<file path="src/rtl/branch_resolve_unit.sv">
// EX-stage branch resolution: evaluates B-type conditions from the ALU flags, registers
// the EX/MEM slot, issues a one-cycle PC redirect and squashes the wrong path behind it.
module branch_resolve_unit #(
   parameter int XLEN        = 64,
   parameter int FLUSH_DEPTH = 2
) (
   input  logic            clk,
   input  logic            reset_n,
   input  logic            stall,
   input  logic            ex_valid,
   input  logic            ex_is_branch,
   input  logic [2:0]      ex_funct3,
   input  logic [XLEN-1:0] ex_pc,
   input  logic [XLEN-1:0] ex_imm,
   input  logic [XLEN-1:0] alu_result,
   input  logic            alu_zero,
   input  logic            alu_great,
   output logic            mem_valid,
   output logic [XLEN-1:0] mem_result,
   output logic            redirect_valid,
   output logic [XLEN-1:0] redirect_pc,
   output logic            flush,
   output logic            branch_taken,
   output logic            dbg_state,
   output logic [2:0]      dbg_cnt
);

   typedef enum logic {
      IDLE   = 1'b0,
      SQUASH = 1'b1
   } state_e;

   localparam logic [2:0] FLUSH_INIT = 3'(FLUSH_DEPTH);

   state_e            state_q, state_d;
   logic [2:0]        cnt_q, cnt_d;
   logic              squash_now;
   logic              cond_met;
   logic              taken_now;

   logic              mem_valid_q;
   logic [XLEN-1:0]   mem_result_q;
   logic              branch_taken_q;
   logic              redirect_pend_q;
   logic [XLEN-1:0]   redirect_pc_q;

   // Signed overflow of a-b is deliberately ignored: blt/bge look only at the sign bit.
   always_comb begin
      cond_met = 1'b0;
      case (ex_funct3)
         3'b000:  cond_met = alu_zero;
         3'b001:  cond_met = alu_great;
         3'b100:  cond_met = alu_result[XLEN-1];
         3'b101:  cond_met = ~alu_result[XLEN-1];
         default: cond_met = 1'b0;
      endcase
   end

   assign taken_now = ex_valid & ex_is_branch & ~squash_now & cond_met;

   // FSM: state register
   always_ff @(posedge clk or negedge reset_n) begin
      if (!reset_n) begin
         state_q <= IDLE;
         cnt_q   <= 3'd0;
      end else begin
         state_q <= state_d;
         cnt_q   <= cnt_d;
      end
   end

   // FSM: next state; a stalled cycle holds both state and counter
   always_comb begin
      state_d = state_q;
      cnt_d   = cnt_q;
      if (!stall) begin
         case (state_q)
            IDLE: begin
               if (taken_now) begin
                  state_d = SQUASH;
                  cnt_d   = FLUSH_INIT;
               end
            end
            SQUASH: begin
               if (cnt_q <= 3'd1) begin
                  state_d = IDLE;
                  cnt_d   = 3'd0;
               end else begin
                  cnt_d = cnt_q - 3'd1;
               end
            end
            default: begin
               state_d = IDLE;
               cnt_d   = 3'd0;
            end
         endcase
      end
   end

   // FSM: outputs
   always_comb begin
      squash_now = (state_q == SQUASH);
      flush      = squash_now;
      dbg_state  = squash_now;
      dbg_cnt    = cnt_q;
   end

   // EX/MEM slot; the redirect stays pending until a cycle with stall low consumes it
   always_ff @(posedge clk or negedge reset_n) begin
      if (!reset_n) begin
         mem_valid_q     <= 1'b0;
         mem_result_q    <= '0;
         branch_taken_q  <= 1'b0;
         redirect_pend_q <= 1'b0;
         redirect_pc_q   <= '0;
      end else if (!stall) begin
         mem_valid_q     <= ex_valid & ~squash_now;
         mem_result_q    <= alu_result;
         branch_taken_q  <= taken_now;
         redirect_pend_q <= taken_now;
         if (taken_now) begin
            redirect_pc_q <= ex_pc + ex_imm;
         end
      end
   end

   assign mem_valid      = mem_valid_q;
   assign mem_result     = mem_result_q;
   assign branch_taken   = branch_taken_q;
   assign redirect_pc    = redirect_pc_q;
   assign redirect_valid = redirect_pend_q & ~stall;

endmodule
</file>
<file path="config.mk">
export PLATFORM = sky130hd
export DESIGN_NAME = branch_resolve_unit
export DESIGN_NICKNAME = d
export VERILOG_FILES = /design/src/rtl/branch_resolve_unit.sv
export SDC_FILE = /design/constraint.sdc
export NUM_CORES = 1
export LEC_CHECK = 0
export CAP_MARGIN = 25
export CORE_UTILIZATION = 30
export CTS_CLUSTER_DIAMETER = 200
export DETAILED_ROUTE_END_ITERATION = 7
export PLACE_DENSITY = 0.62
export RECOVER_POWER = 50
export REMOVE_ABC_BUFFERS = 1
export SKIP_LAST_GASP = 1
export SYNTH_ARGS = -nofsm -noshare
export SYNTH_HDL_FRONTEND = slang
export SYNTH_SLANG_ARGS = --single-unit
</file>
<file path="constraint.sdc">
create_clock -name clk -period 6.3 [get_ports clk]
set_input_delay 0.63 -clock clk [delete_from_list [all_inputs] [get_ports clk]]
set_output_delay 0.63 -clock clk [all_outputs]
set_load 0.05 [all_outputs]
</file>
## Yosys cells after proc, flatten, opt, wreduce, memory -nomap -nowiden

Cells that the tools add are included.

| word-level totals | value |
|---|---|
| bits in registers | 134 |
| output and inout bits | 136 |
| logic and storage cells | 31 |

| cells by class | value |
|---|---|
| add/subtract/negate cells | 2 |
| order comparisons | 1 |
| equality and inequality tests | 4 |
| mux-type cells | 7 |
| bitwise operators | 8 |
| reductions and logical operators | 3 |

Operators by type and width:

| kind | count |
|---|---|
| adder 64 bit | 1 |
| == test 3 bit, second input constant | 2 |
| two-way mux 3 bit | 2 |
| case mux 3 bit (2 select lines) | 1 |
| bitwise AND 1 bit | 5 |
| case mux 1 bit (4 select lines) | 1 |
| AND reduction 2 bit | 2 |
| == test 3 x 1 -> 1 bit, second input constant | 1 |
| less-or-equal comparator 3 x 1 -> 1 bit, second input constant | 1 |
| logical NOT 3 bit | 1 |
| NOT 1 bit | 3 |
| subtractor 3 x 1 -> 3 bit, second input constant | 1 |
| two-way mux 1 bit | 2 |
| != test 2 bit, second input constant | 1 |
| case mux 1 bit (2 select lines) | 1 |

## Longest topological paths before layout

Gate-level depths: netlist of run 1.

| logic depth | value |
|---|---|
| depth after elaboration | 5 |
| mapped depth | 11 |
| mapped depth without buffers | 11 |

## Worst setup path after synthesis of run 1

Ideal clock, no wire load.

| path | value |
|---|---|
| path kind | input-to-reg |
| from | input ex_pc[0] |
| to | register redirect_pc_q[62], in the netlist redirect_pc[62] |
| setup time | 0.067 ns |
| data arrival time | 3.178 ns |
| setup slack | 3.054 ns |
| cell stages on the path | 11 |
| cells stage by stage | ha_1 -> fa_1 -> a211oi_1 -> nor2_1 -> a311oi_2 -> o31a_1 -> o21bai_1 -> a31o_2 -> a211o_1 -> o31ai_1 -> a221o_1 |

| between the ends | value |
|---|---|
| longest elaborated chain between the ends | 1 |

Ends and longest elaborated chain:

| what | RTL line | RTL |
|---|---|---|
| from (decl) | 13 | `input logic [XLEN-1:0] ex_pc,` |
| adder 64 bit | 122 | `redirect_pc_q <= ex_pc + ex_imm;` |
| to (signal assigned) | 122 |  |
| to (decl) | 45 | `logic [XLEN-1:0] redirect_pc_q;` |

Every way passes these cells.
A chain may end at the register's enable or synchronous reset.

==> summary.txt, run 1 <==
Setup path
  – CP Data Arrival Time: 4.59 ns
  – Worst-path cell chain: clkbuf_1 > buf_4
  – CP startpoint kind: input pin
  – Crit path capture type: async pin
  – Slowest stage delay, CP: 2.86 ns
  – Buf/Inv on CP: 2
  – Delay-heaviest family, CP: buffers and inverters
  – Critical path's slowest cell: clkbuf_1
  – WS Path Type: in -> async
  – Worst EP required: 6.74 ns
  – CP Max Fanout: 68

GRT
  – Vias in the first global route: 8,253
  – Largest net degree at the start of global routing: between 100 and 150
  – Global-route wire length before repair: about 46,000 um
  – GRT Util Overall: 0.190
  – GRT overflow: 0
  – Initial antenna violation count: 0

Final layout
  – Commonest non-fill, non-tap cell in the layout: clkdlybuf4s50_1
  – Final core occ: 0.453
  – Layout cell share with drive strength beyond 1: 0.0882
  – Synthesis-to-layout area growth: 47.3%
  – Most frequent cells in the layout: 334 x clkdlybuf4s50_1, 134 x dfrtp_1, 122 x nand2_1, 84 x a21oi_1, 83 x o21ai_0
  – # fillers: 2,850
  – Nets: 1,546
  – Ant. Diodes: 0

Floorplan
  – Die Wd: 174 um
  – Core area: around 29,000 um2
  – Die Span Y: 174 um
  – Rows: 62
  – I/O Pins: 338
  – Total die area: 30,400 um2
  – Initial Util: 0.307

Clock network
  – Max clock buf depth: 2
  – CTS Hold Bufs: 0
  – TritonCTS Buffers: 17
  – H-tree lvl count: 4
  – CTS sink count: roughly 130
  – Clk_lat worst skew: about 0.42 ns
  – Post CTS Setup Buffer Count: 0
  – PostCTS Resize Cnt: 0
  – Reg clk slew, reported paths: 0.06 ns
  – CTS Root Cell: clkbuf_16
  – TritonCTS clock tree: yes

STA
  – Clock skew: 0.0196 ns
  – Final WS setup: 2.15 ns
  – Final min period: 4.15 ns
  – Final setup violation count: 0
  – Max-slew headroom: -1.76
  – Setup TNS: 0 ns
  – Worst-margin pin slew: 4.14 ns
  – Final period util: 0.659
  – Pins Over Slew Limit: 259
  – RSZ-0062 raised after global routing: false
  – Fmax achieved: 0.241 GHz
  – Endpoints failing hold: 0

Synth
  – Synth Register Bits: ~130
  – Most used DFF post-synth: dfrtp_1
  – Sequential fraction of the synthesis area: 0.376
  – Post-synth EDFFs: 0
  – Yosys top cell area share: 0.376
  – Synth cell types: 67
  – Synth warn: 0
  – Yosys top cell by area: dfrtp_1
  – Syn Inst Count: 974
  – Synthesized area: 8920 um2
  – Largest cells by area after synthesis: dfrtp_1 38%, ha_1 9.0%, mux2_2 8.2%, nand2_1 5.1%, a21oi_1 4.7%
  – Post-synth ARST share: 1.00
  – Avg Inst Size Synth: 9.16 um2

Power
  – Seq pwr share: 0.278
  – Net load switching power: 2.13 mW
  – Pwr dens: 350 nW/um2
  – Logic gate share of total power: 0.508
  – Leakage: 5.55 nW
  – Clock network fraction of design power: 0.214
  – Overall Power: 4.60 mW
  – Peak supply drop: 0.184 mV
  – Sw Ratio: 0.463
  – Pint: 2.47 mW

Worst hold path
  – Hold crit path type: reg -> reg

Status
  – Failing checks: capacitance limit, slew limit
  – Status: complete, but fails checks

Detailed routing
  – WL/cell: ~17 um
  – Post-route DRC: 0
  – Final wirelength: 29,300 um
  – Iteration-0 DRC count of the detailed router: 630
  – Final ANT Viol Nets: 0
  – Via density: 5.14
  – DRT Pass-1 Iters: 5
  – Via count: ~8,600

Placement
  – DP HPWL: between 20,000 and 25,000 um
  – IO Port Bufs: 337
  – Pre-CTS WS: 2.23 ns
  – Gpl congestion: 0.892

Run
  – # Max-Cap Violations: 3
[cells in the mapped netlist (3+ instances only)]
master and count:
inv_1 22, and3_1 9, o31ai_1 11, o21ai_1 4
o2111ai_1 5, o211ai_1 5, nand2b_1 3, nand2_1 122
dfrtp_1 134, o311ai_0 3, xor2_1 22, a221o_1 4
a21boi_0 3, nand3_1 23, o21ai_0 83, or2_2 3
a211oi_1 8, nor2_1 43, nor3_1 17, nand4_1 19
nor4_1 4, clkbuf_1 45, ha_1 64, mux2_2 65
buf_2 5, a21oi_1 84, buf_1 3, xnor2_1 22
a21o_1 34, o21bai_1 15, nor2b_1 5, or4_1 13
o2111a_1 3, or3_1 10, a31oi_1 11, o21a_1 11
[worst reg2reg max path: stages, from the launching register on]
cell and delay [ns]:
dfrtp_1 0.43, nand2b_1 0.18, nor4b_1 0.34, o211ai_1 0.14, clkbuf_2 1.25, a311o_1 0.81
o21ai_0 0.08, o311ai_0 0.15
[routing by layer]
| metal | part of all wire | wire (um) | vias up | GRT usage |
|---|---|---|---|---|
| li1 | - | - | 4201 | - |
| met1 | 0.45 | 13100 | 4061 | 0.250 |
| met2 | 0.48 | 13900 | 323 | 0.315 |
| met3 | 0.056 | 1640 | 31 | 0.0311 |
| met4 | 0.023 | 684 | 0 | 0.0680 |
| met5 | 0 | 0 | - | 0 |
[area by class of cell]
cell class,count,area [um2],share of cell area
clock inverter,14,130,0.00991
sequential,134,3350,0.255
inverter,22,82.6,0.00629
timing repair buffer,341,3380,0.258
clock buffer,18,439,0.0334
tap,384,480,0.0366
multi-input combinational,763,5270,0.401
[registers in the layout, summed over array words and instances (netlist names)]
signal,count
mem_valid,1
dbg_state,1
dbg_cnt,3
redirect_pc,64
redirect_pend_q,1
mem_result,64
[power groups by stage]
stage / Clock (mW) / Sequential (mW) / Combinational (mW)
5_1_grt: 1.05 / 1.32 / 2.46
4_1_cts: 1.01 / 1.28 / 2.36
3_5_place_dp: 0 / 1.29 / 2.35
2_1_floorplan: 0 / 2.18 / 0.544
3_3_place_gp: 0 / 1.29 / 2.34
6_report: 0.984 / 1.28 / 2.34
[metrics by stage]
step / instances / hold slack [ns] / cell area, um2
2_1_floorplan: 919 / 0.334 / 8700
3_3_place_gp: 1644 / 0.452 / 12600
3_5_place_dp: 1644 / 0.469 / 12600
4_1_cts: 1676 / 0.241 / 13200
5_1_grt: 1676 / 0.505 / 13100
6_report: 1676 / 0.476 / 13100
[worst paths after layout]
check                                   to  slack [ns]            start  depth (start not counted)
max in group clk           redirect_pc[62]        2.37            stall                          8
min reg2reg                redirect_pc[14]        0.48  redirect_pc[14]                          2
min                        redirect_pc[14]        0.48  redirect_pc[14]                          2
max reg2reg                redirect_pc[56]        2.68        dbg_state                          7
max                         mem_result[38]        2.15          reset_n                          2
min in group asynchronous  redirect_pc[19]        1.65          reset_n                          1
[kinds of logic after synthesis]
logic type	after synthesis	synth area share
adder cells (fa/ha/maj)	65	0.0920
buffers and inverters	77	0.0337
flip-flops	134	0.376
AO/OA/AOI/OAI	310	0.226
multiplexers	66	0.0832
XOR/XNOR	44	0.0432
AND/OR/NAND/NOR	278	0.146
(Power assumes the default switching activity.)
==> inputs of run 2 (changes only) <==
clock period = 3.95 ns   (was 6.3 ns; I/O delays follow)
==> run 2 against run 1 <==
Net effect:
- the run still ends with capacitance limit, slew limit left
- count of clock-buffer cells in the layout did not move
- worst setup slack got worse by 1.5 ns
- via count up 0.58%
- core utilization rose by 0.45 points
- flip-flop and latch count unchanged
- largest cell class unchanged
- clock skew decreased by 0.011 ns
- non-clock buffer count up 7
- hold slack worse by 0.00080 ns
- first-iteration DRC count is 11% lower
- register-to-register slack got worse by 1.1 ns
==> summary.txt, run 2 (synthesis gave the netlist of run 1 again) <==
Power
  – Overall Power: 7.51 mW
  – Pwr dens: roughly 570 nW/um2
  – Peak supply drop: ~0.3 mV
  – Leakage: 5.63 nW

Clock network
  – CTS sink count: 134
  – Max clock buf depth: 2
  – Reg clk slew, reported paths: 0.07 ns
  – H-tree lvl count: 4
  – TritonCTS clock tree: yes
  – Post CTS Setup Buffer Count: 0
  – Clk_lat worst skew: 0.42 ns
  – TritonCTS Buffers: 17
  – CTS Root Cell: clkbuf_16

Placement
  – DP Cell Count: roughly 1,700
  – Gpl congestion: roughly 0.9
  – IO Port Bufs: 337
  – DP HPWL: 23,200 um
  – Post-DP Area: 12,700 um2
  – Pre-CTS WS: 0.255 ns

Detailed routing
  – WL/cell: ~18 um
  – Post-route DRC: 0
  – Final wirelength: 29,500 um
  – Via count: approximately 8,700
  – Final ANT Viol Nets: 0
  – DRT Pass-1 Iters: 5
  – Via density: about 5
  – Iteration-0 DRC count of the detailed router: 561

Worst hold path
  – Hold crit path type: reg -> reg

Final layout
  – Design Area, Final: around 13,000 um2
  – Finished Layout Cells: 1,683
  – Final core occ: 0.457
  – Layout cell share with drive strength beyond 1: 0.0939
  – Most frequent cells in the layout: 334 x clkdlybuf4s50_1, 134 x dfrtp_1, 122 x nand2_1, 84 x a21oi_1, 83 x o21ai_0
  – Commonest non-fill, non-tap cell in the layout: clkdlybuf4s50_1
  – Ant. Diodes: 0
  – Nets: 1,553
  – Synthesis-to-layout area growth: 48.7%

GRT
  – Initial antenna violation count: 0
  – GRT overflow: 0
  – Vias in the first global route: 8,539
  – Global-route wire length before repair: 46,400 um
  – Largest net degree at the start of global routing: 139
  – GRT Util Overall: 0.193

STA
  – RSZ-0062 raised after global routing: false
  – Fmax achieved: 0.302 GHz
  – Final setup violation count: 0
  – Setup TNS: 0 ns
  – Final WS setup: 0.637 ns
  – Final period util: 0.839
  – Worst-margin pin slew: 1.69 ns
  – Pins Over Slew Limit: between 100 and 150
  – Final min period: 3.31 ns
  – Endpoints failing hold: 0
  – Clock skew: 0.00825 ns
  – Max-slew headroom: -0.128
  – Hold WS: approximately 0.48 ns

Floorplan
  – Total die area: 30,400 um2
  – Die Wd: 174 um
  – Core area: 29,000 um2
  – Initial Util: 0.307
  – Rows: 62
  – I/O Pins: 338
  – Die Span Y: 174 um

Setup path
  – Worst EP required: 4.21 ns
  – CP startpoint kind: input pin
  – Slowest stage delay, CP: 0.48 ns
  – Critical path's slowest cell: o41ai_4
  – CP Max Fanout: 4
  – CP Data Arrival Time: between 3 and 4 ns
  – Worst-path cell chain: clkdlybuf4s50_1 > ha_1 > fa_1 > a211oi_1 > nor2_1 > a31oi_1 > o21a_1 > o41ai_4 > a21bo_2 > a31oi_1 > o311ai_0 > o311ai_0
  – WS Path Type: in -> reg
  – Crit path capture type: register

Run
  – # Max-Cap Violations: 2

Status
  – Status: complete, but fails checks
  – Failing checks: capacitance limit, slew limit
==> run 2: cell count changes in the layout (fill, tap and decap cells not counted), sizes merged <==
cell / before / now
clkinvlp: 2 / 1
clkinv: 4 / 3
bufinv: 0 / 3
inv: 30 / 29
dlygate4sd3: 1 / 2
buf: 2 / 8
==> run 2: what timing repair did <==
action                    4_1_cts  5_1_grt
resized for setup               0        0
hold buffers                    1        0
hold endpoints to repair       57        0
==> run 2: critical path: cells and delay by family <==
family	cells	cell delay, ns
AOI/OAI and AO/OA	8	1.94
adders and majority gates	2	0.46
buffers and inverters	1	0.47
and+or+nand+nor	1	0.32
==> run 2: cell type report <==
| cell class | count | area, um2 |
|---|---|---|
| Fill cell | 2778 | 15700 |
| Multi-Input combinational cell | 763 | 5270 |
| Tap cell | 384 | 480 |
| Timing Repair Buffer | 348 | 3460 |
| Clock buffer | 18 | 439 |
| Sequential cell | 134 | 3350 |
| Inverter | 22 | 82.6 |
| Clock inverter | 14 | 189 |
==> run 2: final timing paths <==
path	from	end	slack, ns	depth (start not counted)
min in group asynchronous	reset_n	redirect_pc[19]	0.87	2
hold / removal	redirect_pc[13]	redirect_pc[13]	0.48	2
max in group asynchronous	reset_n	mem_result[51]	1.10	3
setup / recovery	ex_imm[0]	redirect_pc[56]	0.64	12
setup reg to reg	dbg_state	redirect_pc[62]	1.57	7
hold reg to reg	redirect_pc[13]	redirect_pc[13]	0.48	2
==> run 2: power by group <==
part	switching, mW	internal [mW]	total (mW)
registers	0.260	1.78	2.04
logic	2.42	1.33	3.75
clock network	0.684	1.03	1.72
total	3.37	4.14	7.51
==> run 2: per-layer routing <==
| layer | up-vias | track usage | routed length [um] |
|---|---|---|---|
| li1 | 4212 | - | - |
| met1 | 4085 | 0.247 | 13000 |
| met2 | 321 | 0.320 | 14000 |
| met3 | 48 | 0.0328 | 1650 |
| met4 | 0 | 0.0830 | 882 |
| met5 | - | 0 | 0 |
==> inputs of run 3 (changes only) <==
PLACE_DENSITY = 0.64   (was 0.62)
clock period = 2.7 ns   (was 3.95 ns; I/O delays follow)
==> run 3 against run 2 <==
Net effect:
- the run ends with capacitance limit, slew limit, setup timing left
- worst setup slack worse by 0.64 ns
- critical path depth up 6
- flip-flop and latch count did not move
- cell count increased by 12%
- count of clock-buffer cells in the layout is the same
- first-iteration DRC count is 7.1% lower
- core utilization increased by 7.5 points
- clock skew increased by 0.00098 ns
- die area stayed put
- routed wire length increased by 9.8%
- sequential share of layout area shrank 3.5 points
- critical path type unchanged
- highest routed layer unchanged
==> summary.txt, run 3 (synthesis gave the netlist of run 1 again) <==
Setup path
  – Crit path capture type: register
  – CP startpoint kind: input pin
  – R2r startpoint: dbg_state
  – CP Capture Point: redirect_pc[11]
  – Reg2reg end: redirect_pc[56]
  – Reg2Reg Setup Slack: 0.43 ns
  – Worst EP required: 2.99 ns
  – Reg2Reg Depth: 7
  – Crit path launch: ex_imm[1]
  – WS Path Type: in -> reg
  – CP Max Fanout: 2
  – CP Data Arrival Time: roughly 3 ns

STA
  – Fmax achieved: 0.370 GHz
  – Final setup violation count: 1
  – Pins Over Slew Limit: about 130
  – Max-slew headroom: -0.122
  – Final min period: around 2.7 ns
  – Worst-margin pin slew: between 1.5 and 2 ns
  – Endpoints failing hold: 0
  – Final WS setup: -0.00471 ns
  – RSZ-0062 raised after global routing: true
  – Clock skew: 0.00923 ns
  – Final period util: 1.00

Floorplan
  – Die Wd: approximately 170 um
  – I/O Pins: 338
  – Initial Util: 0.307
  – Core area: 29,000 um2
  – Rows: 62
  – Die Span Y: 174 um
  – Total die area: 30,400 um2

Power
  – Pwr dens: 726 nW/um2
  – Peak supply drop: 0.470 mV
  – Leakage: 6.93 nW
  – Overall Power: 11.2 mW

Status
  – Failing checks: capacitance limit, slew limit, setup timing
  – Status: complete, but fails checks

Clock network
  – CTS Root Cell: clkbuf_16
  – H-tree lvl count: 4
  – Clk_lat worst skew: 0.42 ns
  – Max clock buf depth: 2
  – CTS sink count: 134
  – TritonCTS Buffers: 17
  – Reg clk slew, reported paths: 0.06 ns
  – TritonCTS clock tree: yes

Detailed routing
  – DRT Pass-1 Iters: 5
  – Iteration-0 DRC count of the detailed router: 521
  – Via density: 5.06
  – Final ANT Viol Nets: 0
  – Final wirelength: 32,500 um
  – WL/cell: 17.2 um
  – Via count: 9,545
  – Post-route DRC: 0

Final layout
  – Commonest non-fill, non-tap cell in the layout: clkdlybuf4s50_1
  – Layout cell share with drive strength beyond 1: 0.266
  – Most frequent cells in the layout: 281 x clkdlybuf4s50_1, 202 x buf_4, 134 x dfrtp_1, 120 x nand2_1, 76 x o21ai_0
  – Design Area, Final: 15,400 um2
  – Synthesis-to-layout area growth: 73.0%
  – Nets: 1,756

Placement
  – Post-DP Area: roughly 14,000 um2
  – Gpl congestion: 0.913
  – DP HPWL: 24,700 um
  – IO Port Bufs: roughly 340

Run
  – # Max-Cap Violations: 2

Worst hold path
  – Hold crit path type: in -> reg
  – Min-Delay Startpoint: ex_imm[0]

GRT
  – GRT Util Overall: 0.209
  – Global-route wire length before repair: about 51,000 um
  – Vias in the first global route: 9,701
  – GRT overflow: 0
  – Largest net degree at the start of global routing: between 70 and 80
  – Initial antenna violation count: 1
[run 3: changes by cell type in the layout (fill, tap and decap cells not counted), sizes merged]
cell | previous run | this run
clkbuf | 22 | 24
clkdlybuf4s15 | 0 | 1
diode | 0 | 1
dlygate4sd2 | 0 | 22
clkdlybuf4s50 | 334 | 281
dlymetal6s2s | 0 | 29
inv | 29 | 25
clkinvlp | 1 | 5
buf | 8 | 211
dlygate4sd3 | 2 | 1
clkinv | 3 | 6
bufinv | 3 | 0
[run 3: metrics by stage]
stage / worst slack (ns) / hold slack (ns) / TNS (ns) / utilization / cells
after floorplan: -3.02 / -0.0256 / -185.62 / - / 919
after global placement: -0.786 / 0.274 / -20.06 / 0.483 / 1827
after detailed placement: -0.851 / 0.275 / -21.95 / 0.483 / 1827
after CTS: -0.0117 / 0.310 / -0.0117 / 0.516 / 1877
after global routing: -0.156 / 0.199 / -0.263 / 0.532 / 1887
final: -0.00471 / 0.185 / -0.00471 / 0.532 / 1887
[run 3: area by class of cell]
type                    instances  area [um2]
fillers                      2604       13600
multi-input cells             763        5860
repair buffers                551        5100
flip-flops and latches        134        3350
well taps                     384         480
clock buffers                  18         439
clock inverters                14         101
inverters                      22        85.1
diodes                          1        2.50
[run 3: where the power goes]
group	leakage [nW]	switching, mW	internal [mW]
clock	0.255	0.962	1.20
sequential	1.63	0.393	2.60
combinational	5.05	3.72	2.32
total	6.93	5.07	6.13
[run 3: routing by layer]
layer | vias to the layer above | share of wire | global-route usage
met5 | - | 0 | 0
li1 | 4614 | - | -
met2 | 374 | 0.49 | 0.360
met1 | 4494 | 0.41 | 0.255
met4 | 0 | 0.031 | 0.0822
met3 | 63 | 0.064 | 0.0427
[run 3: worst min path at each step]
stage	end	slack, ns	depth (start not counted)
finish	redirect_pc[0]	0.18	4
global route	redirect_pc[0]	0.20	4
CTS	redirect_pc[0]	0.31	4
detailed placement	redirect_pc[21]	0.27	1
global placement	redirect_pc[21]	0.27	1
floorplan	dbg_cnt[0]	-0.03	0
[run 3: repair_timing]
action / 4_1_cts / 5_1_grt
resized for setup: 68 / 89
pin swaps: 35 / 53
hold buffers: 1 / 0
setup buffers: 16 / 9
setup endpoints to repair: 28 / 28
hold endpoints to repair: 52 / 0
gates cloned: 1 / 0
[run 3: worst max-delay path, cell delays in order]
cell and delay [ns]:
dlygate4sd2_1 0.29, ha_1 0.33, a21oi_4 0.17, nor2_2 0.07, buf_4 0.13, buf_4 0.12, buf_4 0.12, buf_4 0.11
buf_4 0.12, buf_4 0.12, buf_4 0.12, nor2_2 0.11, o21a_1 0.20, o21bai_1 0.10, a21oi_2 0.21, o21ai_0 0.14
xnor2_1 0.18, o21ai_0 0.09
